`src/rtl/demosaic_mask_ctrl.sv`:
```
// Sequencer for the Bayer demosaic mask bank: counts window-centre pixels, derives site/border
// sideband and delays it to line up with the mask outputs. Optional statistics: DEMOSAIC_CTRL_STATS_EN.
module demosaic_mask_ctrl #(
    parameter int IMG_W    = 640,
    parameter int IMG_H    = 480,
    parameter int CW       = 12,
    parameter int PIPE_LAT = 3
) (
    input  logic        clk_i,
    input  logic        rst_ni,
    input  logic        frame_start_i,
    input  logic        in_valid_i,
    input  logic [1:0]  bayer_pat_i,
    output logic        mask_clken_o,
    output logic        out_valid_o,
    output logic [1:0]  out_site_o,
    output logic        out_border_o,
    output logic        out_eol_o,
    output logic        out_eof_o,
    output logic        busy_o,
    output logic        frame_done_o,
    output logic        err_pulse_o
`ifdef DEMOSAIC_CTRL_STATS_EN
    ,
    output logic [15:0] frame_cnt_o,
    output logic [15:0] err_cnt_o
`endif
);

    localparam logic [1:0] ST_IDLE   = 2'd0;
    localparam logic [1:0] ST_ACTIVE = 2'd1;
    localparam logic [1:0] ST_FLUSH  = 2'd2;

    localparam int FW = (PIPE_LAT > 1) ? $clog2(PIPE_LAT) : 1;

    localparam logic [CW-1:0] LAST_COL = CW'(IMG_W - 1);
    localparam logic [CW-1:0] LAST_ROW = CW'(IMG_H - 1);
    localparam logic [CW-1:0] EDGE_LO  = CW'(2);
    localparam logic [CW-1:0] COL_HI   = CW'(IMG_W - 3);
    localparam logic [CW-1:0] ROW_HI   = CW'(IMG_H - 3);
    localparam logic [FW-1:0] FLUSH_INIT = FW'(PIPE_LAT - 1);

    logic [1:0]    state_q, state_d;
    logic [CW-1:0] row_q, row_d;
    logic [CW-1:0] col_q, col_d;
    logic [1:0]    pat_q, pat_d;
    logic [FW-1:0] flush_q, flush_d;

    // chain entry: {valid, site[1:0], border, eol, eof}
    logic [5:0]    chain_q [PIPE_LAT];

    logic [CW-1:0] curRow, curCol;
    logic [1:0]    curPat;
    logic          accept;
    logic [1:0]    pixSite;
    logic          pixBorder, pixEol, pixEof;
    logic [5:0]    stageIn;
    logic          flushDone;
    logic          errPulse;

    // A frame_start pixel is coordinate (0,0) under the newly presented pattern.
    always_comb begin
        curRow    = frame_start_i ? '0 : row_q;
        curCol    = frame_start_i ? '0 : col_q;
        curPat    = frame_start_i ? bayer_pat_i : pat_q;
        accept    = in_valid_i & (frame_start_i | (state_q == ST_ACTIVE));
        pixSite   = {curRow[0] ^ curPat[1], curCol[0] ^ curPat[0]};
        pixEol    = (curCol == LAST_COL);
        pixEof    = pixEol & (curRow == LAST_ROW);
        pixBorder = (curRow < EDGE_LO) | (curRow > ROW_HI) | (curCol < EDGE_LO) | (curCol > COL_HI);
        stageIn   = accept ? {1'b1, pixSite, pixBorder, pixEol, pixEof} : 6'd0;
        flushDone = (state_q == ST_FLUSH) & (flush_q == '0) & ~frame_start_i;
        errPulse  = (frame_start_i & (state_q != ST_IDLE))
                  | (in_valid_i & ~frame_start_i & (state_q != ST_ACTIVE));
    end

    always_comb begin
        state_d = state_q;
        row_d   = row_q;
        col_d   = col_q;
        pat_d   = pat_q;
        flush_d = flush_q;
        if (frame_start_i) begin
            state_d = ST_ACTIVE;
            row_d   = '0;
            col_d   = '0;
            pat_d   = bayer_pat_i;
        end else if (state_q == ST_FLUSH) begin
            if (flush_q == '0) begin
                state_d = ST_IDLE;
            end else begin
                flush_d = flush_q - FW'(1);
            end
        end
        if (accept) begin
            if (pixEof) begin
                state_d = ST_FLUSH;
                row_d   = '0;
                col_d   = '0;
                flush_d = FLUSH_INIT;
            end else if (pixEol) begin
                col_d = '0;
                row_d = curRow + CW'(1);
            end else begin
                col_d = curCol + CW'(1);
            end
        end
    end

    always_ff @(posedge clk_i or negedge rst_ni) begin
        if (!rst_ni) begin
            state_q <= ST_IDLE;
            row_q   <= '0;
            col_q   <= '0;
            pat_q   <= '0;
            flush_q <= '0;
        end else begin
            state_q <= state_d;
            row_q   <= row_d;
            col_q   <= col_d;
            pat_q   <= pat_d;
            flush_q <= flush_d;
        end
    end

    // Free-running like the mask pipeline, so stalls never skew the alignment.
    always_ff @(posedge clk_i or negedge rst_ni) begin
        if (!rst_ni) begin
            for (int i = 0; i < PIPE_LAT; i++) begin
                chain_q[i] <= '0;
            end
        end else begin
            chain_q[0] <= stageIn;
            for (int i = 1; i < PIPE_LAT; i++) begin
                chain_q[i] <= chain_q[i-1];
            end
        end
    end

    assign mask_clken_o = accept;
    assign out_valid_o  = chain_q[PIPE_LAT-1][5];
    assign out_site_o   = chain_q[PIPE_LAT-1][4:3];
    assign out_border_o = chain_q[PIPE_LAT-1][2];
    assign out_eol_o    = chain_q[PIPE_LAT-1][1];
    assign out_eof_o    = chain_q[PIPE_LAT-1][0];
    assign busy_o       = (state_q != ST_IDLE);
    assign frame_done_o = flushDone;
    assign err_pulse_o  = errPulse;

`ifdef DEMOSAIC_CTRL_STATS_EN
    logic [15:0] frameCnt_q, errCnt_q;

    // Frame count wraps; error count sticks at all-ones.
    always_ff @(posedge clk_i or negedge rst_ni) begin
        if (!rst_ni) begin
            frameCnt_q <= '0;
            errCnt_q   <= '0;
        end else begin
            if (flushDone) begin
                frameCnt_q <= frameCnt_q + 16'd1;
            end
            if (errPulse && (errCnt_q != 16'hFFFF)) begin
                errCnt_q <= errCnt_q + 16'd1;
            end
        end
    end

    assign frame_cnt_o = frameCnt_q;
    assign err_cnt_o   = errCnt_q;
`endif

endmodule

```
`config.mk`:
```
export PLATFORM = sky130hd
export DESIGN_NAME = demosaic_mask_ctrl
export DESIGN_NICKNAME = d
export VERILOG_FILES = /design/src/rtl/demosaic_mask_ctrl.sv
export SDC_FILE = /design/constraint.sdc
export NUM_CORES = 1
export LEC_CHECK = 0
export CAP_MARGIN = 10
export CORE_MARGIN = 5
export CORE_UTILIZATION = 35
export CTS_BUF_LIST = sky130_fd_sc_hd__clkbuf_4 sky130_fd_sc_hd__clkbuf_8
export DETAILED_ROUTE_END_ITERATION = 8
export HOLD_SLACK_MARGIN = 0.05
export PLACE_DENSITY = 0.58
export SYNTH_ARGS = -nofsm -noshare
export SYNTH_HDL_FRONTEND = slang
export SYNTH_SLANG_ARGS = --single-unit
```
`constraint.sdc`:
```
create_clock -name clk_i -period 3 [get_ports clk_i]
set_input_delay 0.6 -clock clk_i [delete_from_list [all_inputs] [get_ports clk_i]]
set_output_delay 0.6 -clock clk_i [all_outputs]
set_load 0.005 [all_outputs]
```
# Yosys cells after proc, flatten, opt, wreduce, memory -nomap -nowiden
# Cells that the tools add are included.
[totals]
reg_bits = 48
input_bits = 6
output_inout_bits = 10
elab_cells = 57
[classes]
n_addsub = 3
magnitude_cmp = 4
eq_ne = 5
mux = 20
bitwise = 15
reduce_logical = 2
[ops]
columns = ["cell", "count"]
rows = [
  ["12-bit 2-to-1 mux", 8],
  ["12-bit by 1-bit adder with 12-bit output (second input constant)", 2],
  ["12-bit by 2-bit < comparator with 1-bit output (second input constant)", 2],
  ["2-bit 2-to-1 mux", 11],
  ["12-bit by 10-bit == test with 1-bit output (second input constant)", 1],
  ["12-bit by 9-bit == test with 1-bit output (second input constant)", 1],
  ["12-bit by 10-bit greater-than comparator with 1-bit output (second input constant)", 1],
  ["12-bit by 9-bit greater-than comparator with 1-bit output (second input constant)", 1],
  ["1-bit AND", 7],
  ["6-bit 2-to-1 mux", 1],
  ["1-bit bitwise OR", 5],
  ["2-bit by 1-bit == test with 1-bit output (second input constant)", 1],
  ["2-bit == test (second input constant)", 1],
  ["2-bit zero test", 1],
  ["2-bit by 1-bit != test with 1-bit output (second input constant)", 1],
  ["2-bit nonzero test", 1],
  ["2-bit by 1-bit subtractor with 2-bit output (second input constant)", 1],
  ["1-bit XOR", 2],
  ["1-bit inverter", 1],
]

# Depth between registers and ports, before layout
# Gate-level depths: netlist (run 1).
[logic_depth]
word_depth = 6
ltp_mapped = 11
mapped_depth_nobuf = 8

# Worst setup path before layout (run 1)
# OpenSTA, ideal clock, no wires.
[synth_path]
kind = "input to register"
startpoint = "in frame_start_i"
endpoint = "reg row_q[3]"
setup_ns = 0.083
t_arrival_ns = 2.294
t_required_ns = 2.917
setup_slack_ns = 0.624
stages = 11
n_path_buf = 3
path_cell_list = "buf_2 clkbuf_1 nand2b_1 inv_1 ha_1 and4b_1 and4_1 buf_6 nand3_4 or3b_1 o21ai_0"
[synth_via]
elab_chain_len = 5
word_cells_on_any_way = 11
classes_between = "add/sub (1); eq/ne (2); mux (5); bitwise (3)"
[synth_rtl]
columns = ["element", "line", "source"]
rows = [
  ["from (decl)", "11", "input logic frame_start_i,"],
  ["12-bit 2-to-1 mux, on equally long branches", "n/a", ""],
  ["12-bit by 1-bit adder with 12-bit output (tied with other cells)", "103", "row_d = curRow + CW'(1);"],
  ["12-bit 2-to-1 mux or 1-bit AND (tied branches)", "101, 69", ""],
  ["12-bit 2-to-1 mux", "96", "if (pixEof) begin"],
  ["12-bit 2-to-1 mux *", "95", "if (accept) begin"],
  ["named net row_d[3]", "44", "logic [CW-1:0] row_q, row_d;"],
  ["to (signal assigned)", "119", "row_q <= row_d;"],
  ["to (decl)", "44", ""],
]
# Mark *: on every way through the listed nets, which the timed path passes. The rest lies on a longest branch.

# Worst setup path in the final report (run 1)
[layout_path]
startpoint = "in frame_start_i"
endpoint = "out frame_done_o"
[layout_via]
elab_chain_len = 2
[layout_rtl]
columns = ["element", "line", "source"]
rows = [
  ["1-bit inverter", "72", "flushDone = (state_q == ST_FLUSH) & (flush_q == '0) & ~frame_start_i;"],
  ["1-bit AND", "72", ""],
  ["to (decl)", "21", "output logic frame_done_o,"],
]
# Every way passes these cells.

==> results of run 1 <==
==> where the power goes <==
group	total (uW)	switching (uW)	internal [uW]
logic	79.8	41.6	38.1
registers	672	7.03	665
clock network	476	225	251
total	1230	274	954
==> cell usage in the layout, fill, tap and decap left out, types with 2 or more instances in the layout <==
cell type,count
dfrtp_1,48
nor2_1,20
nand2_1,18
nand2b_1,15
clkdlybuf4s50_1,14
xnor2_1,10
buf_4,10
o21ai_0,9
a21oi_1,8
nor2b_1,7
inv_1,6
nor3_1,6
nand3_1,6
ha_1,6
nor4_1,5
nand4_1,5
xor2_1,5
clkbuf_8,5
or2_2,4
o22ai_1,4
nand4b_1,3
and3_1,3
or3_1,3
nand3b_1,2
and4b_1,2
and4_1,2
mux2_2,2
a211oi_1,2
o2bb2ai_1,2
clkinv_4,2
==> registers in the layout (all words and copies together), names as in the netlist <==
signal,cells
out_site_o,2
out_eol_o,1
out_eof_o,1
state_q,2
flush_q,2
row_q,12
out_border_o,1
out_valid_o,1
col_q,12
pat_q,2
chain_q,12
==> metrics by stage <==
stage                     total power, uW  std cells
after floorplan                       723        232
after global placement                765        326
after detailed placement              768        326
after CTS                            1250        334
after global routing                 1300        334
final                                1230        334
==> layer usage <==
| layer | up-vias | share of wire, % | global-route usage, % |
|---|---|---|---|
| met1 | 816 | 54 | 18.7 |
| met3 | 4 | 2.7 | 2.76 |
| met4 | 0 | 1.3 | 4.15 |
| li1 | 846 | - | - |
| met2 | 23 | 42 | 17.4 |
| met5 | - | 0 | 0 |
==> synthesized netlist by cell type (4+ instances only) <==
library cell	count
nand4_1	5
a21oi_1	8
xnor2_1	10
nand2_1	18
nand2b_1	15
o21ai_0	9
or2_2	4
nor2_1	20
inv_1	6
xor2_1	5
dfrtp_1	48
nor4_1	5
ha_1	6
nor3_1	6
o22ai_1	4
nor2b_1	7
nand3_1	6
==> final cells by class <==
cell class	instances	area (sq um)	share of cell area, %
well taps	80	100	3.62
clock inverters	3	47.5	1.72
clock buffers	5	68.8	2.49
repair buffers	26	240	8.70
inverters	6	22.5	0.816
flip-flops and latches	48	1200	43.5
multi-input cells	166	1080	39.1
==> worst paths after layout <==
check | startpoint | end | slack [ns] | cells after the start
worst max-delay path | frame_start_i | frame_done_o | 0.31 | 5
worst min-delay path | rst_ni | chain_q[11] | 0.26 | 1
worst max register to register | row_q[10] | row_q[11] | 1.07 | 6
worst min register to register | chain_q[10] | out_site_o[1] | 0.35 | 0
max in group asynchronous | rst_ni | col_q[1] | 2.01 | 2
min in group clk_i | chain_q[10] | out_site_o[1] | 0.35 | 0
==> critical path, delay by kind of cell <==
family	cells	cell delay, ns
and+or+nand+nor	2	0.34
buffers and inverters	3	1.15
==> cells by family (layout without fill, tap and decap cells) <==
kind of cell	Yosys count	count (layout)	synth area share (%)
AO/OA/AOI/OAI	31	31	7.88
XOR/XNOR	15	15	5.48
adder cells (fa/ha/maj)	6	6	3.13
buffers and inverters	18	40	4.85
flip-flops	48	48	50.1
multiplexers	3	3	1.36
AND/OR/NAND/NOR	111	111	27.2
==> summary.txt, run 1 <==
Setup path
  • Max incr delay on CP: 0.51 ns
  • Crit-path cells: clkdlybuf4s50_1, buf_12, nand2b_1, nor2b_1, clkdlybuf4s50_1
  • Worst Path Required: 2.40 ns
  • Critical setup path kind: input pin to primary output
  • Slowest CP cell: clkdlybuf4s50_1
  • CP Max Fanout: 39
  • Crit path launch type: input pin
  • Critical Path Most Common Cell: clkdlybuf4s50_1
  • Crit path DAT: 2.09 ns
  • Setup crit end kind: primary output

Clocking
  • # resized after CTS: 0
  • Clock latency on the worst-skew pair: 0.30 ns
  • Post-CTS Setup Bufs: 0
  • Clock sinks: 48
  • CTS Root Buffer Type: clkbuf_8
  • H-tree Lvls: 2
  • Post-CTS Hold Buffers: 0
  • CTS tree: done
  • Clock input transition at the sequential cells of the worst setup and hold paths: 0.09 ns
  • Max clock buf depth: 2
  • Num CTS Buffers: 5

Layout
  • Ant. Diodes: 0
  • Area grow syn2layout: 15.1%
  • Fillers: 646
  • Nets: 265
  • Fin util: 41.1%
  • Design area: 2760 sq um
  • Fraction of layout cells with a size suffix above 1: 13.0%

Timing
  • Clock skew: 0.00859 ns
  • Fin. Hold Viols: 0
  • Fmax: 371 MHz
  • Fin crit share: 89.8%
  • WHS: 0.260 ns
  • Crit path time final: 2.69 ns
  • Max-slew violations: 0
  • Rel. slew slack: 65.6%
  • Setup TNS: 0 ns
  • Setup ws final: 0.306 ns
  • RSZ-0062 raised after global routing: false
  • Worst Tran Pin Value: 0.516 ns
  • Final Setup Violations: 0

Synthesis
  • Post-synth top area share: 50.1%
  • Synth warnings: 0
  • Syn_area_per_cell: 10.3 sq um
  • Syn Std Cell Area: 2400 sq um
  • Syn Nets: 244
  • Async SR Flop Fraction: 100%
  • Number of synthesized flops with an enable pin: 0
  • Yosys reg bits: 48
  • Primary FF master, synth: dfrtp_1
  • Synth unique cells: 48
  • Biggest area consumer among synthesized cells: dfrtp_1
  • Synth area leaders: dfrtp_1 (50%), nand2b_1 (3.9%), xnor2_1 (3.7%)
  • Register area share after synthesis: 50.1%
  • Post-Syn Instances: 232

Route
  • DRC violations left: 0
  • Remaining antenna violation count after routing: 0
  • Vias per cell: 5.06
  • Drt total wl: 4.73 mm
  • DR WL/cell: 14.2 um
  • Iteration-0 DRC Markers: 74
  • Drt pass-1 iters: 4
  • Via count: 1,689

Placement
  • IO buf count: 15
  • Routability Congestion: 0.796
  • Post-Place Worst Slack: 0.169 ns
  • Dpl cell area: 2650 sq um
  • Post-DP HPWL: 3.41 mm

Global route
  • GRT Util Overall: 12.4%
  • Vias in the first global route: 1,651
  • Initial antenna violation count: 0
  • Maximum number of pins on one net before global-route repair: 40
  • Total gr overflow: 0
  • First-pass GRT wire length: 8.45 mm

Die
  • Io pins: 16
  • Die W: 92.8 um
  • Starting Density: 35.7%
  • Die ar.: 8610 sq um
  • FP Rows: 30
  • Core ar.: 6720 sq um
  • Die height: 92.8 um

Pwr
  • P_leak: 0.00118 uW
  • Worst VDD drop: 0.000256 V
  • Power Density: 445 nW/um^2

Outcome
  • Outcome: complete, no violations

Job
  • # Max-Cap Violations: 0

Hold path
  • HP Class: input pin to asynchronous set/reset pin
Power figures use the tool's default switching activity.
==> run 2: changes to the inputs <==
Settings changed: SKIP_CTS_REPAIR_TIMING set to 1.
==> results of run 2 <==
No change in the layout: final DEF, timing and power equal those of run 1.
